[src/rtl/i2c_bit_counter.sv]
// ---------------------------------------------------------------------------
// i2c_bit_counter
//
// Bit/byte counter for the I2C datapath. A start strobe arms a run with a
// terminal count; each tick from the bit engine advances the count. When the
// terminal tick arrives, a one-cycle done pulse follows and the completed-run
// counter (bytes) increments. With reload=1 at the terminal tick the run
// restarts immediately, which supports multi-byte bursts.
//
// Ports:
//   clk     system clock, rising edge
//   rst     asynchronous reset, active low
//   start   arm pulse: load target, clear count and bytes, enter COUNT
//   tick    one-cycle bit strobe, only counted while in COUNT
//   abort   cancel the run and return to IDLE, count/bytes hold, no done
//   reload  sampled at the terminal tick: 1 = restart run, 0 = stop
//   tc_in   terminal count, sampled on an accepted start (0 -> DEFAULT_TC)
//   count   bits counted in the current run
//   bytes   completed runs since the last start (wraps)
//   busy    high while in COUNT
//   done    one-cycle pulse in the cycle after a terminal tick
// ---------------------------------------------------------------------------
module i2c_bit_counter #(
  parameter int WIDTH      = 4,
  parameter int DEFAULT_TC = 8
) (
  input  logic             clk,
  input  logic             rst,
  input  logic             start,
  input  logic             tick,
  input  logic             abort,
  input  logic             reload,
  input  logic [WIDTH-1:0] tc_in,
  output logic [WIDTH-1:0] count,
  output logic [WIDTH-1:0] bytes,
  output logic             busy,
  output logic             done
);

  typedef enum logic {
    IDLE  = 1'b0,
    COUNT = 1'b1
  } state_t;

  localparam logic [WIDTH-1:0] DEF_TC = WIDTH'(DEFAULT_TC);

  state_t           state;
  state_t           state_nxt;
  logic [WIDTH-1:0] target;
  logic [WIDTH-1:0] target_nxt;
  logic [WIDTH-1:0] count_nxt;
  logic [WIDTH-1:0] bytes_nxt;
  logic             done_nxt;
  logic             terminal;

  // busy comes straight off the state register, so it changes in the same
  // cycle as the state (it drops together with the done pulse).
  assign busy = (state == COUNT);

  // The target is never zero (a zero request is replaced by DEFAULT_TC), so
  // target-1 cannot underflow and the count can never run past the target.
  assign terminal = (count == (target - 1'b1));

  // State and datapath registers; everything resets asynchronously.
  always_ff @(posedge clk or negedge rst) begin
    if (!rst) begin
      state  <= IDLE;
      target <= DEF_TC;
      count  <= '0;
      bytes  <= '0;
      done   <= 1'b0;
    end else begin
      state  <= state_nxt;
      target <= target_nxt;
      count  <= count_nxt;
      bytes  <= bytes_nxt;
      done   <= done_nxt;
    end
  end

  // Next-state logic. Priority is abort, then start, then tick: a start
  // always swallows a same-cycle tick, which is what suppresses done when a
  // restart collides with a terminal tick.
  always_comb begin
    state_nxt  = state;
    target_nxt = target;
    count_nxt  = count;
    bytes_nxt  = bytes;
    done_nxt   = 1'b0;

    if (abort) begin
      state_nxt = IDLE;
    end else if (start) begin
      target_nxt = (tc_in == '0) ? DEF_TC : tc_in;
      count_nxt  = '0;
      bytes_nxt  = '0;
      state_nxt  = COUNT;
    end else if (tick && (state == COUNT)) begin
      if (terminal) begin
        done_nxt  = 1'b1;
        bytes_nxt = bytes + 1'b1;
        if (reload) begin
          count_nxt = '0;
        end else begin
          // Leave the full count visible until the next start.
          count_nxt = target;
          state_nxt = IDLE;
        end
      end else begin
        count_nxt = count + 1'b1;
      end
    end
  end

endmodule
[config.mk]
export PLATFORM = sky130hd
export DESIGN_NAME = i2c_bit_counter
export DESIGN_NICKNAME = d
export VERILOG_FILES = /design/src/rtl/i2c_bit_counter.sv
export SDC_FILE = /design/constraint.sdc
export NUM_CORES = 1
export LEC_CHECK = 0
export ABC_AREA = 1
export CAP_MARGIN = 5
export CORE_AREA = 2 2 49 51
export CTS_CLUSTER_SIZE = 10
export DETAILED_ROUTE_END_ITERATION = 10
export DIE_AREA = 0 0 51 53
export PLACE_DENSITY_LB_ADDON = 0.15
export SYNTH_ARGS = -nofsm -noshare
export SYNTH_HDL_FRONTEND = slang
export SYNTH_SLANG_ARGS = --single-unit
[constraint.sdc]
create_clock -name clk -period 1.8 [get_ports clk]
set_input_delay 0.36 -clock clk [delete_from_list [all_inputs] [get_ports clk]]
set_output_delay 0.36 -clock clk [all_outputs]
set_load 0.005 [all_outputs]
== Word-level counts from Yosys, hierarchy flattened ==
Cells that the tools add are included.

* Register bits after elaboration: 14
* Word-level logic and storage cells: 38
* Input bits: 10
* Output and inout bits: 10

* $add $sub $neg: 3
* Equal/unequal tests: 2
* Mux-type cells: 17
* Reductions and logical operators: 10
* Bitwise operators: 1

{| class="wikitable"
|+ Operator list
! operator !! count
|-
| 4-bit 2-to-1 mux || 8
|-
| 1-bit 2-to-1 mux || 9
|-
| 4-bit by 1-bit adder with 4-bit output, second input constant || 2
|-
| 3-bit AND reduction || 2
|-
| 3-bit nonzero test || 2
|-
| 4-bit == test || 1
|-
| 4-bit zero test || 1
|-
| 2-bit AND reduction || 2
|-
| 2-bit nonzero test || 2
|-
| 4-bit by 1-bit subtractor with 4-bit output, second input constant || 1
|-
| 3-bit inequality test, second input constant || 1
|-
| 1-bit logical AND || 1
|-
| 1-bit inverter || 1
|}

== Longest topological paths before layout ==
Gate-level depths: netlist of the first run.

* Depth in word-level cells: 6
* Depth in mapped cells: 11
* Mapped depth without buffers: 11

== Least setup slack after synthesis of the first run ==
OpenSTA, ideal clock, no wires.

* Kind: flip-flop to flip-flop
* Start point: register target[0]
* End point: register state, in the netlist busy
* Required time: 1678 ps
* Clock period less this slack: 1442 ps
* Path slack: 358 ps
* Stages on the path, launching flop included: 9
* Data arrival time: 1320 ps
* Library setup time: 122 ps
* Buffers on the path: 0
* Cells stage by stage: dfrtp_1 inv_2 ha_1 nand2_1 nand2_2 nor2_8 nand3_4 o21ai_1 nand2_1

* Longest elaborated chain between the ends: 4

{| class="wikitable"
|+ Ends and longest elaborated chain
! element !! line !! text
|-
| start, declared || 49 || <nowiki>logic [WIDTH-1:0] target;</nowiki>
|-
| start signal, assigned || 74 || <nowiki>target <= target_nxt;</nowiki>
|-
| 4-bit by 1-bit subtractor with 4-bit output || 62 || <nowiki>assign terminal = (count == (target - 1'b1));</nowiki>
|-
| 4-bit == test || 62 ||
|-
| 3-bit nonzero test (no line) || -- ||
|-
| 3-bit AND reduction (no line) || -- ||
|-
| end signal, assigned || 73 || <nowiki>state <= state_nxt;</nowiki>
|-
| end, declared || 47 || <nowiki>state_t state;</nowiki>
|}

Every way passes these cells.
A chain may end at the register's enable or synchronous reset.

== Worst setup path in the final report of the first run ==
* Start point: register count[0]
* End point: output count[0]

{| class="wikitable"
|+ RTL lines
! element !! line !! text
|-
| start, declared || 34 || <nowiki>output logic [WIDTH-1:0] count,</nowiki>
|-
| start signal, assigned || 75 || <nowiki>count <= count_nxt;</nowiki>
|}

No word-level cell between the ends.

==> results of run 1 <==
==> report_power, final <==
part / internal [mW] / switching [mW]
combinational: 0.112 / 0.160
clock: 0.123 / 0.111
sequential: 0.341 / 0.0338
==> state kept, by name, summed over array words and instances (netlist names) <==
signal / count
busy: 1
bytes: 4
count: 4
done: 1
target: 4
==> stage by stage <==
stage	instances	area, sq um	hold WS, ns	utilization	setup slack [ns]
after floorplan	123	933	0.0644	-	0.358
after global placement	172	1170	0.512	0.546	0.225
after detailed placement	172	1170	0.521	0.546	0.220
after CTS	176	1210	0.384	0.563	0.0887
after global routing	176	1210	0.389	0.563	0.0407
final	176	1210	0.382	0.563	0.0978
==> placed cells by master, fill, tap and decap left out, drive strengths merged, types with 2 or more instances in the layout <==
cell type	synthesis	layout
nand2	49	49
clkdlybuf4s50	0	19
inv	16	16
nand3	14	14
dfrtp	13	13
nor2	11	11
o21ai	6	6
nand4	5	5
clkbuf	0	4
ha	3	3
xnor2	2	2
xor2	2	2
buf	0	2
==> metal layers <==
layer	vias to the layer above	wire length (um)	GRT usage
met1	390	1060	0.264
met5	-	0	0
met2	22	920	0.273
met3	4	98	0.0339
met4	0	23	0.0766
li1	444	-	-
==> worst max path at each step <==
stage	from	to	slack [ns]	cells past startpoint
after floorplan	target[0]	busy	0.36	8
after global placement	tick	count[0]	0.22	7
after detailed placement	tick	count[0]	0.22	7
after CTS	count[0]	count[0]	0.09	1
after global routing	count[0]	count[0]	0.04	1
final	count[0]	count[0]	0.1	1
==> kinds of logic (layout without fill, tap and decap cells) <==
family | Yosys count | in the layout | synth area share
buffers and inverters | 16 | 41 | 0.0643
AOI/OAI and AO/OA | 6 | 6 | 0.0322
adders and majority gates | 3 | 3 | 0.0402
DFF | 14 | 14 | 0.377
xor gates and xnor gates | 4 | 4 | 0.0375
and+or+nand+nor | 80 | 80 | 0.449
==> cell type report <==
class	instances	area [sq um]
Multi-Input combinational cell	93	522
Inverter	16	60.1
Tap cell	28	35.0
Clock buffer	4	36.3
Fill cell	208	938
Sequential cell	14	352
Timing Repair Buffer	21	205
==> results.json, run 1 <==
{
  "tightest_slew_ns": 0.283,
  "start_util": 0.434,
  "via_count": 860,
  "relSlewSlack": 0.811,
  "syn_to_final_growth_pct": 29.6,
  "clockRootBuffer": "clkbuf_4",
  "synth_cells": 123,
  "drive_gt1_frac": 0.149,
  "holdCritPathClass": "input pin to async pin",
  "setup_tns_ns": 0,
  "cp_cell_sequence": "clkdlybuf4s50_1",
  "netlist.area_leader.share": 0.349,
  "antenna_left": 0,
  "io_pins": 20,
  "post-route-min-period_ns": 1.70,
  "max_stage_delay_ns": 0.55,
  "post_cts_buffers": 0,
  "clkSinkCount": 14,
  "place_congestion": 0.787,
  "synth_area_sq_um": 933,
  "placementRows": 17,
  "reg2reg_from": "target[0]",
  "wl_um": 2110,
  "hold_viol_final": 0,
  "fin_crit_sh": 0.946,
  "slew_viol_final": 0,
  "cpMaxStageDelayCell": "clkdlybuf4s50_1",
  "setup_viol": 0,
  "yosys-top-cells-count": "nand2_1, inv_1, dfrtp_1",
  "synth.distinct_cells": 22,
  "worst-path-buf-inv": 1,
  "viasPerCell": 4.89,
  "syn-mean-instance-area_sq_um": 7.59,
  "drtIter0Drc": 11,
  "synth_edf_count": 0,
  "finalPower_mw": 0.882,
  "async_reset_ff_frac": 1.00,
  "yosysMostFrequentCell": "nand2_1",
  "tritoncts": "done",
  "leakage_nw": 0.596,
  "r2r_slack_ns": 0.23,
  "power_density_nw_per_um2": 729,
  "grt.total_usage": 0.185,
  "yosys_warnings": 0,
  "rsz0062_at_grt": "no",
  "clkSlewWorstSetupHoldPaths_ns": 0.09,
  "reg2regPathDepth": 10,
  "globalRouteOverflowTotal": 0,
  "htree_levels": 1,
  "cts_buffers": 3,
  "n_antenna_cell": 0,
  "nets": 162,
  "core_sq_um": 2150,
  "critical-path-top-delay-family": "buffers and inverters",
  "dieArea_sq_um": 2700,
  "clock_path_buffers": 2,
  "insertion_delay_ns": 0.29,
  "status": "finished clean",
  "first_pass_iters": 4,
  "synth_flop_cell": "dfrtp_1",
  "antenna_found_initial": 0,
  "critPathKind": "flop to output port",
  "skew_ns": 0.00441,
  "fmax_ghz": 0.587,
  "cts_resized": 0,
  "hpwl_um": 1610,
  "cp.arrival_ns": 1.34,
  "critPathLaunchType": "flop",
  "fp.dieH_um": 53,
  "r2r-end": "bytes[0]",
  "synth-seq-cells": 14,
  "yosysTopAreaCell": "dfrtp_1",
  "grt_max_degree": 15,
  "cts_hold_buf": 0,
  "grt_pass1_wl_um": 3640,
  "end_kind": "output port",
  "syn_nets": 136,
  "io_buffers": 19,
  "die_x_um": 51,
  "cp.required_ns": 1.44,
  "synth.area.top_cells": "dfrtp_1, nand2_1, nand3_1, inv_1, ha_1",
  "ys_seq_area_frac": 0.377,
  "drc_errors": 0,
  "ir_drop_mv": 0.541,
  "drv_cap": 0,
  "routedWlPerCell_um": 12.0,
  "grt_pass1_vias": 797,
  "cp_max_fo": 7
}
Power figures use the tool's default switching activity.
==> run 2, diff against run 1 <==
--- a/config.mk
+++ b/config.mk
@@ -11,7 +11,9 @@
 export CTS_CLUSTER_SIZE = 10
 export DETAILED_ROUTE_END_ITERATION = 10
 export DIE_AREA = 0 0 51 53
+export MAX_ROUTING_LAYER = met4
 export PLACE_DENSITY_LB_ADDON = 0.15
+export SKIP_LAST_GASP = 1
 export SYNTH_ARGS = -nofsm -noshare
 export SYNTH_HDL_FRONTEND = slang
 export SYNTH_SLANG_ARGS = --single-unit
==> results.json, run 2 (same netlist as run 1, synthesis figures left out) <==
{
  "fp.dieH_um": 53,
  "setup_viol": 0,
  "holdCritPathClass": "input pin to async pin",
  "antenna_found_initial": 0,
  "worst-path-buf-inv": 1,
  "finalPower_mw": 0.883,
  "r2r_slack_ns": 0.22,
  "multi_input_area_sq_um": 522,
  "cp.required_ns": 1.44,
  "cts_buffers": 3,
  "die_x_um": 51,
  "critPathLaunchType": "flop",
  "leakage_nw": 0.596,
  "via_count": 863,
  "grt_max_degree": 15,
  "cp_cell_sequence": "clkdlybuf4s50_1",
  "wl_um": 2120,
  "routedWlPerCell_um": 12.0,
  "relSlewSlack": 0.808,
  "setup_tns_ns": 0,
  "io_buffers": 19,
  "n_antenna_cell": 0,
  "hpwl_um": 1610,
  "cts_resized": 0,
  "clkSlewWorstSetupHoldPaths_ns": 0.09,
  "viasPerCell": 4.90,
  "syn_to_final_growth_pct": 29.6,
  "end_kind": "output port",
  "tightest_slew_ns": 0.288,
  "final_cell_mix": "nand2_1, clkdlybuf4s50_1, inv_1",
  "first_pass_iters": 5,
  "drive_gt1_frac": 0.149,
  "antenna_left": 0,
  "dieArea_sq_um": 2700,
  "cp.arrival_ns": 1.34,
  "drtIter0Drc": 13,
  "start_util": 0.434,
  "slew_viol_final": 0,
  "hold_viol_final": 0,
  "post_cts_buffers": 0,
  "power_density_nw_per_um2": 730,
  "cts_hold_buf": 0,
  "skew_ns": 0.00512,
  "post-route-min-period_ns": 1.70,
  "cpMaxStageDelayCell": "clkdlybuf4s50_1",
  "cp_max_fo": 7,
  "rsz0062_at_grt": "no",
  "regArea_sq_um": 352,
  "grt.total_usage": 0.190,
  "insertion_delay_ns": 0.29,
  "final_common_cell": "nand2_1",
  "ir_drop_mv": 0.542,
  "core_sq_um": 2150,
  "place_congestion": 0.798,
  "globalRouteOverflowTotal": 0,
  "status": "finished clean",
  "clockRootBuffer": "clkbuf_4",
  "grt_pass1_wl_um": 3640,
  "htree_levels": 1,
  "fmax_ghz": 0.588,
  "grt_pass1_vias": 798,
  "placementRows": 17,
  "clkSinkCount": 14,
  "clock_path_buffers": 2,
  "fillCellCount": 208,
  "reg.largest.list": "bytes (4), count (4), target (4)",
  "max_stage_delay_ns": 0.55,
  "fin_crit_sh": 0.946,
  "io_pins": 20,
  "critPathKind": "flop to output port",
  "nets": 162,
  "drv_cap": 0,
  "critical-path-top-delay-family": "buffers and inverters",
  "tritoncts": "done",
  "drc_errors": 0
}
[run 2: cell counts in the layout (fill, tap and decap cells not counted)]
No cell type changed its count.
[run 2: worst reg2reg max path: cells and delay by family, from the launching register on]
kind / cells / cell delay (ns)
AND/OR/NAND/NOR: 7 / 0.70
flip-flops: 1 / 0.40
adder cells (fa/ha/maj): 1 / 0.30
buffers and inverters: 2 / 0.11
[run 2: per-stage QoR]
step | hold WS (ns) | std cells | utilization | setup WS [ns] | instance area, sq um
6_report | 0.381 | 176 | 0.563 | 0.0979 | 1210
5_1_grt | 0.389 | 176 | 0.563 | 0.0407 | 1210
4_1_cts | 0.384 | 176 | 0.563 | 0.0887 | 1210
3_5_place_dp | 0.521 | 172 | 0.546 | 0.220 | 1170
3_3_place_gp | 0.512 | 172 | 0.546 | 0.225 | 1170
2_1_floorplan | 0.0644 | 123 | - | 0.358 | 933
[run 2: cell type report]
| class | instances | share of cell area |
|---|---|---|
| multi-input cells | 93 | 0.431 |
| flip-flops and latches | 14 | 0.291 |
| inverters | 16 | 0.0496 |
| clock buffers | 4 | 0.0300 |
| well taps | 28 | 0.0290 |
| repair buffers | 21 | 0.170 |
[run 2: routing by layer]
metal / vias to the layer above / part of all wire / GRT usage
met5: - / 0 / -
met4: 0 / 0.011 / 0.0766
met3: 4 / 0.041 / 0.0339
met2: 22 / 0.44 / 0.273
met1: 393 / 0.51 / 0.264
li1: 444 / - / -
[run 2: path summary, 6_finish.rpt]
check                      startpoint   endpoint  depth (start not counted)
max in group asynchronous         rst  target[3]                          2
min                               rst  target[2]                          2
min in group clk            target[3]  target[3]                          2
min reg2reg                 target[3]  target[3]                          2
max                          count[0]   count[0]                          1
max reg2reg                 target[0]   bytes[0]                         10
[run 2: where the power goes]
| part | switching [mW] | total [mW] | internal, mW | leakage [nW] |
|---|---|---|---|---|
| Clock | 0.111 | 0.235 | 0.123 | 0.0210 |
| Combinational | 0.161 | 0.273 | 0.112 | 0.393 |
| Sequential | 0.0340 | 0.375 | 0.341 | 0.183 |
| Total | 0.306 | 0.883 | 0.577 | 0.596 |
==> run 3, diff against run 2 <==
==> constraint.sdc (replaced) <==
create_clock -name clk -period 1.62 [get_ports clk]
set_input_delay 0.324 -clock clk [delete_from_list [all_inputs] [get_ports clk]]
set_output_delay 0.324 -clock clk [all_outputs]
set_load 0.005 [all_outputs]
==> results.json, run 3 (same netlist as run 1, synthesis figures left out) <==
{
  "drv_cap": 0,
  "insertion_delay_ns": 0.28,
  "grt_pass1_wl_um": 3540,
  "post-place-ws_ns": 0.0265,
  "clockRootBuffer": "clkbuf_4",
  "grt-busiest-layer": "met2",
  "htree_levels": 1,
  "whs_ns": 0.314,
  "routedWlPerCell_um": 11.2,
  "cp_cell_sequence": "clkdlybuf4s50_1",
  "io_pins": 20,
  "final_cell_mix": "nand2_1, clkdlybuf4s50_1, inv_1",
  "use_met3": 0.0367,
  "critPathLaunchType": "flop",
  "setup_viol": 0,
  "dieArea_sq_um": 2700,
  "fmax_ghz": 0.640,
  "reg2regPathDepth": 10,
  "nets": 168,
  "antenna_found_initial": 0,
  "n_antenna_cell": 0,
  "hold_viol_final": 0,
  "use_met1": 0.242,
  "rsz0062_at_grt": "yes",
  "cp.arrival_ns": 1.24,
  "grt.total_usage": 0.183,
  "cp.required_ns": 1.30,
  "relSlewSlack": 0.749,
  "crit_end": "count[2]",
  "tightest_slew_ns": 0.375,
  "reg.largest.list": "bytes (4), count (4), target (4)",
  "ir_drop_mv": 0.546,
  "die_x_um": 51,
  "viasPerCell": 4.84,
  "final_util": 0.602,
  "leakage_nw": 0.621,
  "fin_crit_sh": 0.965,
  "core_sq_um": 2150,
  "start_util": 0.434,
  "final_common_cell": "nand2_1",
  "skew_ns": 0.000918,
  "drtIter0Drc": 16,
  "drive_gt1_frac": 0.253,
  "clkSlewWorstSetupHoldPaths_ns": 0.09,
  "holdCritPathClass": "input pin to async pin",
  "worst-path-buf-inv": 1,
  "clock_path_buffers": 2,
  "reg2reg_from": "target[0]",
  "placementRows": 17,
  "globalRouteOverflowTotal": 0,
  "syn_to_final_growth_pct": 38.6,
  "setup_ws_ns": 0.0570,
  "cp_max_fo": 6,
  "via_count": 880,
  "status": "finished clean",
  "grt_max_degree": 9,
  "io_buffers": 19,
  "first_pass_iters": 4,
  "path_depth": 1,
  "r2r-end": "bytes[1]",
  "r2r_slack_ns": 0.09,
  "power_density_nw_per_um2": 795,
  "use_met2": 0.271,
  "startpoint": "count[2]",
  "place_congestion": 0.804,
  "antenna_left": 0,
  "clkSinkCount": 14,
  "tritoncts": "done",
  "setup_tns_ns": 0,
  "fp.dieH_um": 53,
  "critical-path-top-delay-family": "buffers and inverters",
  "max_stage_delay_ns": 0.52,
  "grt_pass1_vias": 781,
  "end_kind": "output port",
  "hpwl_um": 1540,
  "finalPower_mw": 1.03,
  "cts_hold_buf": 0,
  "cts_buffers": 3,
  "critPathKind": "flop to output port",
  "post-route-min-period_ns": 1.56,
  "drc_errors": 0,
  "cpMaxStageDelayCell": "clkdlybuf4s50_1",
  "slew_viol_final": 0,
  "wl_um": 2040
}
## run 3: cell types whose count changed in the layout (fill, tap and decap cells not counted), moves of 2 or more
cell     previous run  this run
nand2_2             4         6
dfrtp_1            13         9
dfrtp_2             0         4
nand2_1            43        40
buf_4               2         8
## run 3: what timing repair did
item / in CTS / in global routing
resized for setup: 3 / 9
setup endpoints to repair: 3 / 11
setup buffers: 0 / 6
pin swaps: 0 / 11
gates cloned: 0 / 0
## run 3: worst min-delay path by stage
stage                      endpoint  slack (ns)  startpoint  cells after the start
after floorplan                busy        0.03         rst                      0
after global placement    target[3]        0.52   target[3]                      2
after detailed placement  target[3]        0.52   target[3]                      2
after CTS                 target[1]        0.32         rst                      1
after global routing      target[1]        0.33         rst                      1
final                     target[0]        0.31         rst                      1
## run 3: area by class of cell
class | count | area, sq um
inverters | 16 | 60.1
flip-flops and latches | 14 | 357
clock buffers | 4 | 36.3
fillers | 204 | 855
repair buffers | 27 | 250
well taps | 28 | 35.0
multi-input cells | 93 | 556
## run 3: where the power goes
group / switching [mW] / total, mW / internal [mW]
clock network: 0.124 / 0.261 / 0.137
registers: 0.0334 / 0.414 / 0.380
logic: 0.195 / 0.353 / 0.158
## run 3: through the flow
stage	instance area (sq um)	instances
final	1290	182
after global routing	1290	182
after CTS	1210	176
after detailed placement	1170	172
after global placement	1170	172
after floorplan	933	123
## run 3: worst register-to-register path: stages, from the launching register on
cell and delay, ns:
dfrtp_1 0.41, inv_2 0.08, ha_4 0.28, inv_2 0.03, nand2_2 0.06, nand2_4 0.07, nor2_8 0.14, nand3_4 0.14
nor2_4 0.14, nand2_1 0.07, nand2_1 0.05
## run 3: metal layers
| metal | routed length [um] | vias up |
|---|---|---|
| li1 | - | 455 |
| met1 | 1010 | 398 |
| met2 | 931 | 25 |
| met3 | 87 | 2 |
| met4 | 19 | 0 |
| met5 | 0 | - |
